**src/rtl/lfsr_seq_ctrl_if.sv**
```systemverilog
// Job handshake and result bus for lfsr_seq_ctrl.
// The abort input exists only when LFSR_SEQ_CTRL_ABORT_EN is defined.
interface lfsr_seq_ctrl_if #(
  parameter int CNT_W = 8
);
  logic             start;
  logic [3:0]       seed;
  logic [CNT_W-1:0] num_steps;
  logic             mode;
`ifdef LFSR_SEQ_CTRL_ABORT_EN
  logic             abort;
`endif
  logic             busy;
  logic [3:0]       state_out;
  logic             out_valid;
  logic [CNT_W-1:0] count;
  logic             done;
  logic             err;

  modport master (
    output start, seed, num_steps, mode,
`ifdef LFSR_SEQ_CTRL_ABORT_EN
    output abort,
`endif
    input  busy, state_out, out_valid, count, done, err
  );

  modport slave (
    input  start, seed, num_steps, mode,
`ifdef LFSR_SEQ_CTRL_ABORT_EN
    input  abort,
`endif
    output busy, state_out, out_valid, count, done, err
  );
endinterface

```
**src/rtl/lfsr_seq_ctrl.sv**
```systemverilog
// Job sequencer around a 4-bit Fibonacci LFSR: fixed-count or period-measurement runs.
// Define LFSR_SEQ_CTRL_ABORT_EN to add the abort input on the bus.
module lfsr_seq_ctrl #(
  parameter int CNT_W = 8
) (
  input logic           clk,
  input logic           rst,
  lfsr_seq_ctrl_if.slave bus
);

  typedef enum logic [2:0] {IDLE, LOAD, RUN, DONE, ERR} state_t;

  state_t           fsm;
  logic [3:0]       seed_q;
  logic [CNT_W-1:0] steps_q;
  logic             mode_q;
  logic [3:0]       lfsr;
  logic [CNT_W-1:0] cnt;
  logic             busy_r;
  logic             valid_r;
  logic             done_r;
  logic             err_r;

  logic [3:0]       lfsr_nxt;
  logic [CNT_W-1:0] cnt_inc;
  logic             cnt_full;
  logic             finish;
  logic             abort_req;

  always_comb begin
    lfsr_nxt = {lfsr[1] ^ lfsr[0], lfsr[3:1]};
    cnt_inc  = cnt + CNT_W'(1);
    cnt_full = (cnt == '1);
    // Exit is judged on the post-step values so the final step is still taken.
    finish   = mode_q ? (lfsr_nxt == seed_q) : (cnt_inc == steps_q);
`ifdef LFSR_SEQ_CTRL_ABORT_EN
    abort_req = bus.abort;
`else
    abort_req = 1'b0;
`endif
  end

  always_ff @(posedge clk) begin
    if (!rst) begin
      fsm     <= IDLE;
      seed_q  <= '0;
      steps_q <= '0;
      mode_q  <= 1'b0;
      lfsr    <= '0;
      cnt     <= '0;
      busy_r  <= 1'b0;
      valid_r <= 1'b0;
      done_r  <= 1'b0;
      err_r   <= 1'b0;
    end else begin
      valid_r <= 1'b0;
      done_r  <= 1'b0;
      err_r   <= 1'b0;
      case (fsm)
        IDLE: begin
          busy_r <= 1'b0;
          if (bus.start) begin
            seed_q  <= bus.seed;
            steps_q <= bus.num_steps;
            mode_q  <= bus.mode;
            cnt     <= '0;
            busy_r  <= 1'b1;
            fsm     <= LOAD;
          end
        end
        LOAD: begin
          if (abort_req) begin
            busy_r <= 1'b0;
            fsm    <= IDLE;
          end else begin
            lfsr   <= seed_q;
            busy_r <= 1'b1;
            if (seed_q == 4'd0)
              fsm <= ERR;
            else if (!mode_q && steps_q == '0)
              fsm <= DONE;
            else
              fsm <= RUN;
          end
        end
        RUN: begin
          if (abort_req) begin
            busy_r <= 1'b0;
            fsm    <= IDLE;
          end else if (cnt_full) begin
            // Counter saturated: refuse the step rather than wrap.
            fsm <= ERR;
          end else begin
            lfsr    <= lfsr_nxt;
            cnt     <= cnt_inc;
            valid_r <= 1'b1;
            if (finish)
              fsm <= DONE;
          end
        end
        DONE: begin
          done_r <= 1'b1;
          busy_r <= 1'b1;
          fsm    <= IDLE;
        end
        ERR: begin
          err_r  <= 1'b1;
          busy_r <= 1'b1;
          fsm    <= IDLE;
        end
        default: fsm <= IDLE;
      endcase
    end
  end

  assign bus.busy      = busy_r;
  assign bus.state_out = lfsr;
  assign bus.out_valid = valid_r;
  assign bus.count     = cnt;
  assign bus.done      = done_r;
  assign bus.err       = err_r;

endmodule

```
**src/flat_wrapper.sv**
```systemverilog
// flat-port wrapper written by rule: the top's interface ports become plain ports
module lfsr_seq_ctrl_flat 
#(
  parameter int CNT_W = 8
)
  (clk, rst, bus_start, bus_seed, bus_num_steps, bus_mode, bus_busy, bus_state_out, bus_out_valid, bus_count, bus_done, bus_err);
  lfsr_seq_ctrl_if #(.CNT_W(CNT_W)) bus_i ();
  input logic clk;
  input logic rst;
  input wire logic [$bits(bus_i.start)-1:0] bus_start;
  input wire logic [$bits(bus_i.seed)-1:0] bus_seed;
  input wire logic [$bits(bus_i.num_steps)-1:0] bus_num_steps;
  input wire logic [$bits(bus_i.mode)-1:0] bus_mode;
  output wire logic [$bits(bus_i.busy)-1:0] bus_busy;
  output wire logic [$bits(bus_i.state_out)-1:0] bus_state_out;
  output wire logic [$bits(bus_i.out_valid)-1:0] bus_out_valid;
  output wire logic [$bits(bus_i.count)-1:0] bus_count;
  output wire logic [$bits(bus_i.done)-1:0] bus_done;
  output wire logic [$bits(bus_i.err)-1:0] bus_err;
  assign bus_i.start = bus_start;
  assign bus_i.seed = bus_seed;
  assign bus_i.num_steps = bus_num_steps;
  assign bus_i.mode = bus_mode;
  assign bus_busy = bus_i.busy;
  assign bus_state_out = bus_i.state_out;
  assign bus_out_valid = bus_i.out_valid;
  assign bus_count = bus_i.count;
  assign bus_done = bus_i.done;
  assign bus_err = bus_i.err;
  lfsr_seq_ctrl #(.CNT_W(CNT_W)) u_core (.clk(clk), .rst(rst), .bus(bus_i));
endmodule
```
**config.mk**
```make
export PLATFORM = sky130hd
export DESIGN_NAME = lfsr_seq_ctrl_flat
export DESIGN_NICKNAME = d
export VERILOG_FILES = /design/src/rtl/lfsr_seq_ctrl_if.sv /design/src/rtl/lfsr_seq_ctrl.sv /design/src/flat_wrapper.sv
export SDC_FILE = /design/constraint.sdc
export NUM_CORES = 1
export LEC_CHECK = 0
export CORE_MARGIN = 5
export CORE_UTILIZATION = 45
export CTS_BUF_LIST = sky130_fd_sc_hd__clkbuf_8
export DETAILED_ROUTE_END_ITERATION = 8
export GPL_TIMING_DRIVEN = 1
export PLACE_DENSITY_LB_ADDON = 0.3
export RECOVER_POWER = 100
export SYNTH_ARGS = -nofsm -noshare
export SYNTH_HDL_FRONTEND = slang
export SYNTH_SLANG_ARGS = --single-unit
```
**constraint.sdc**
```tcl
create_clock -name clk -period 2.04 [get_ports clk]
set_input_delay 0.408 -clock clk [delete_from_list [all_inputs] [get_ports clk]]
set_output_delay 0.408 -clock clk [all_outputs]
set_load 0.005 [all_outputs]
```
==> results_dict.tcl <==
set metrics [dict create \
    outcome "completed" \
    slew_headroom_pct 60.31 \
    portBuffers 31 \
    core_um2 3363 \
    grt_pass1_vias 1339 \
    powerDensity_nw_per_um2 984.3 \
    synth.area.top_cells "dfxtp_1 41%, nand2_1 9.3%, a21oi_1 7.3%, xnor2_1 5.5%, nor2_1 4.3%" \
    ant_nets 0 \
    drtIter0Drc 65 \
    yosys_warnings 0 \
    p_sw_uw 659.5 \
    synth-simple-area-share_pct 29.51 \
    leakagePower_nw 0.7710 \
    r2r_cells 7 \
    clockBufferDepth 2 \
    crit_end "bus_count[4]" \
    area_growth_pct 30.78 \
    cts_tree "done" \
    dpl.hpwl_um 2705 \
    fillerInstances 333 \
    die-area_um2 4800 \
    numCtsBuffers 5 \
    async_reset_ff_share_pct 0 \
    rows 21 \
    fin_nets 253 \
    switching_share_pct 32.39 \
    startpoint_type "flip-flop" \
    synth_cells 199 \
    drv_slew 0 \
    synth_compound_area_share_pct 17.01 \
    synthAdderAreaFrac_pct 0.7911 \
    hold_viol_final 0 \
    startpoint "u_core.bus.count[4]$_SDFFE_PN0P_" \
    grt_pass1_wl_um 6168 \
    maxCapViolCount 0 \
    grt_max_degree 16 \
    synth_seq_area_share_pct 40.51 \
    rsz0062_at_grt "false" \
    clock_latency_ns 0.29 \
    hold_start "u_core.bus.busy$_SDFFE_PN0P_" \
    wire_per_inst_um 13.09 \
    fp.dieW_um 69.29 \
    ios 32 \
    overflow 0 \
    post-route-period-util_pct 92.86 \
    layout-drive-gt1-share_pct 6.329 \
    gp_congestion 0.8613 \
    grt.total_usage_pct 15.69 \
    clk_pin_slew_worst_paths_ns 0.07 \
    tightest_slew_ns 0.5899 \
    start_util_pct 47.02 \
    drcViolationCount 0 \
    synthDistinctLibCells 40 \
    synth_area_um2 1582 \
    clockPowerShare_pct 29.1 \
    p_comb_share_pct 30.2 \
    worst-path-max-fanout 6 \
    r2r_setup_slack_ns 0.21 \
    min_path_type "reg2reg" \
    tns_ns 0 \
    dp_slack_ns 0.2142 \
    crit_path_end_kind "output pin" \
    critPathArrivalTime_ns 1.49 \
    cts-hold-fix-buffers 0 \
    syn_avg_cell_area_um2 7.947 \
    cts.sinks 32 \
    wl_um 3704 \
    synth_largest_area_cell "dfxtp_1" \
    synth_top_family_by_area "simple AND/OR/NAND/NOR gates" \
    power.internal_mw 1.376 \
    h-tree-depth 2 \
    clock-skew-final_ns 0.008153 \
    rr_endpoint "u_core.bus.count[5]$_SDFFE_PN0P_" \
    irDropWorstVdd_v 0.0006789 \
    layout_setup_ws_ns 0.1456 \
    via_count 1506 \
    syn_nets 216 \
    synth-xor-area-share_pct 8.307 \
    ys_ff_latch 32 \
    synth_edf_count 0 \
    setup.worst_path.class "reg2out" \
    timing.rr.start "u_core.bus.count[1]$_SDFFE_PN0P_" \
    antenna_found_initial 0 \
    synth_ff_type "dfxtp_1" \
    p_seq_share_pct 40.7 \
    yosysTopAreaCellShare_pct 40.51 \
    antenna_cells 0 \
    first_pass_iters 4 \
    cts-root-buf "clkbuf_8" \
    synthMuxAreaShare_pct 0.6329 \
    setup_viol 0 \
    die_h_um 69.29 \
    cp.required_ns 1.63 \
    fmax_mhz 527.9 \
    vias_per_cell 5.322 \
    period_needed_ns 1.894 \
]
[cells by family (layout without fill, tap and decap cells)]
kind of cell               after synthesis  in the layout
muxes                                    1              1
xor gates and xnor gates                15             15
AOI/OAI and AO/OA                       44             44
adders and majority gates                1              1
DFF                                     32             32
and+or+nand+nor                         95             95
buffers and inverters                   11             49
[per-layer routing]
layer / vias up / wire, µm / global-route usage [%]
met1: 674 / 1768 / 20.26
met4: 0 / 65 / 7.592
li1: 773 / - / -
met5: - / 0 / 0
met2: 52 / 1591 / 23.31
met3: 7 / 279 / 5.217
[Yosys cell counts (2+ instances only)]
cell type	count
xor2_1	5
o21ai_0	6
nor2_1	18
or3_1	7
dfxtp_1	32
a311oi_1	3
nor3_1	5
nand3_1	5
a31oi_1	2
nand4_1	3
and2_1	4
nand2_1	39
buf_2	2
xnor2_1	10
clkbuf_1	7
nor2b_1	3
nor4_1	3
a21oi_1	23
[power groups by stage]
stage	logic [mW]	registers, mW	clock network, mW
after floorplan	0.448	0.807	0
after global placement	0.636	0.840	0
after detailed placement	0.636	0.843	0
after CTS	0.641	0.829	0.595
after global routing	0.693	0.845	0.621
final	0.615	0.828	0.593
[registers in the layout, indices dropped and copies added, names as in the netlist]
signal and cells:
u_core.bus.count 8, u_core.steps_q 8, u_core.bus.state_out 4, u_core.seed_q 4, u_core.fsm 3, u_core.bus.busy 1, u_core.bus.done 1, u_core.bus.err 1
u_core.bus.out_valid 1, u_core.mode_q 1
[timing repair]
item                       in CTS  in global routing
buffers inserted                0                  0
resized for setup               0                  1
setup endpoints to repair       0                  1
[through the flow]
step | instance area [µm²] | hold slack [ns] | power (mW) | util (%) | std cells
floorplan | 1582 | 0.4580 | 1.255 | - | 199
global placement | 1969 | 0.4608 | 1.477 | 58.56 | 275
detailed placement | 1969 | 0.4622 | 1.479 | 58.56 | 275
CTS | 2077 | 0.4780 | 2.064 | 61.76 | 283
global route | 2068 | 0.5054 | 2.159 | 61.50 | 283
finish | 2068 | 0.4675 | 2.036 | 61.50 | 283
[critical path, cell delays in order, from the launching register on]
cell and delay (ns):
dfxtp_1 0.37, clkbuf_1 0.27, clkdlybuf4s50_1 0.56
[worst min-delay path by stage]
| stage | end | cells after the start |
|---|---|---|
| after floorplan | u_core.mode_q$_SDFFE_PN0P_ | 2 |
| after global placement | u_core.bus.busy$_SDFFE_PN0P_ | 2 |
| after detailed placement | u_core.bus.busy$_SDFFE_PN0P_ | 2 |
| after CTS | u_core.bus.busy$_SDFFE_PN0P_ | 2 |
| after global routing | u_core.bus.busy$_SDFFE_PN0P_ | 2 |
| final | u_core.bus.busy$_SDFFE_PN0P_ | 2 |
[area by class of cell]
class	count	area, µm²	share of cell area (%)
clock inverter	3	38.79	1.875
sequential	32	640.6	30.97
clock buffer	5	68.82	3.327
tap	46	57.56	2.783
inverter	1	3.754	0.1815
timing repair buffer	40	362.8	17.54
multi-input combinational	156	895.9	43.32
[cell usage in the layout (no fill, tap or decap), drive strengths merged, types with 2 or more instances in the layout]
cell and instances:
or3 7, clkdlybuf4s50 16, nand4 3, a311oi 3, nor2 18, o21ai 6
clkbuf 9, nand2 40, a21oi 23, nor4 3, xor2 5, xnor2 10
dlygate4sd3 15, or3b 2, nor3b 2, nand3 5, and2 4, dfxtp 32
nor2b 3, nor3 5, buf 5, a31oi 2, clkinv 2
Note: power is estimated with default switching activity, not from simulation.
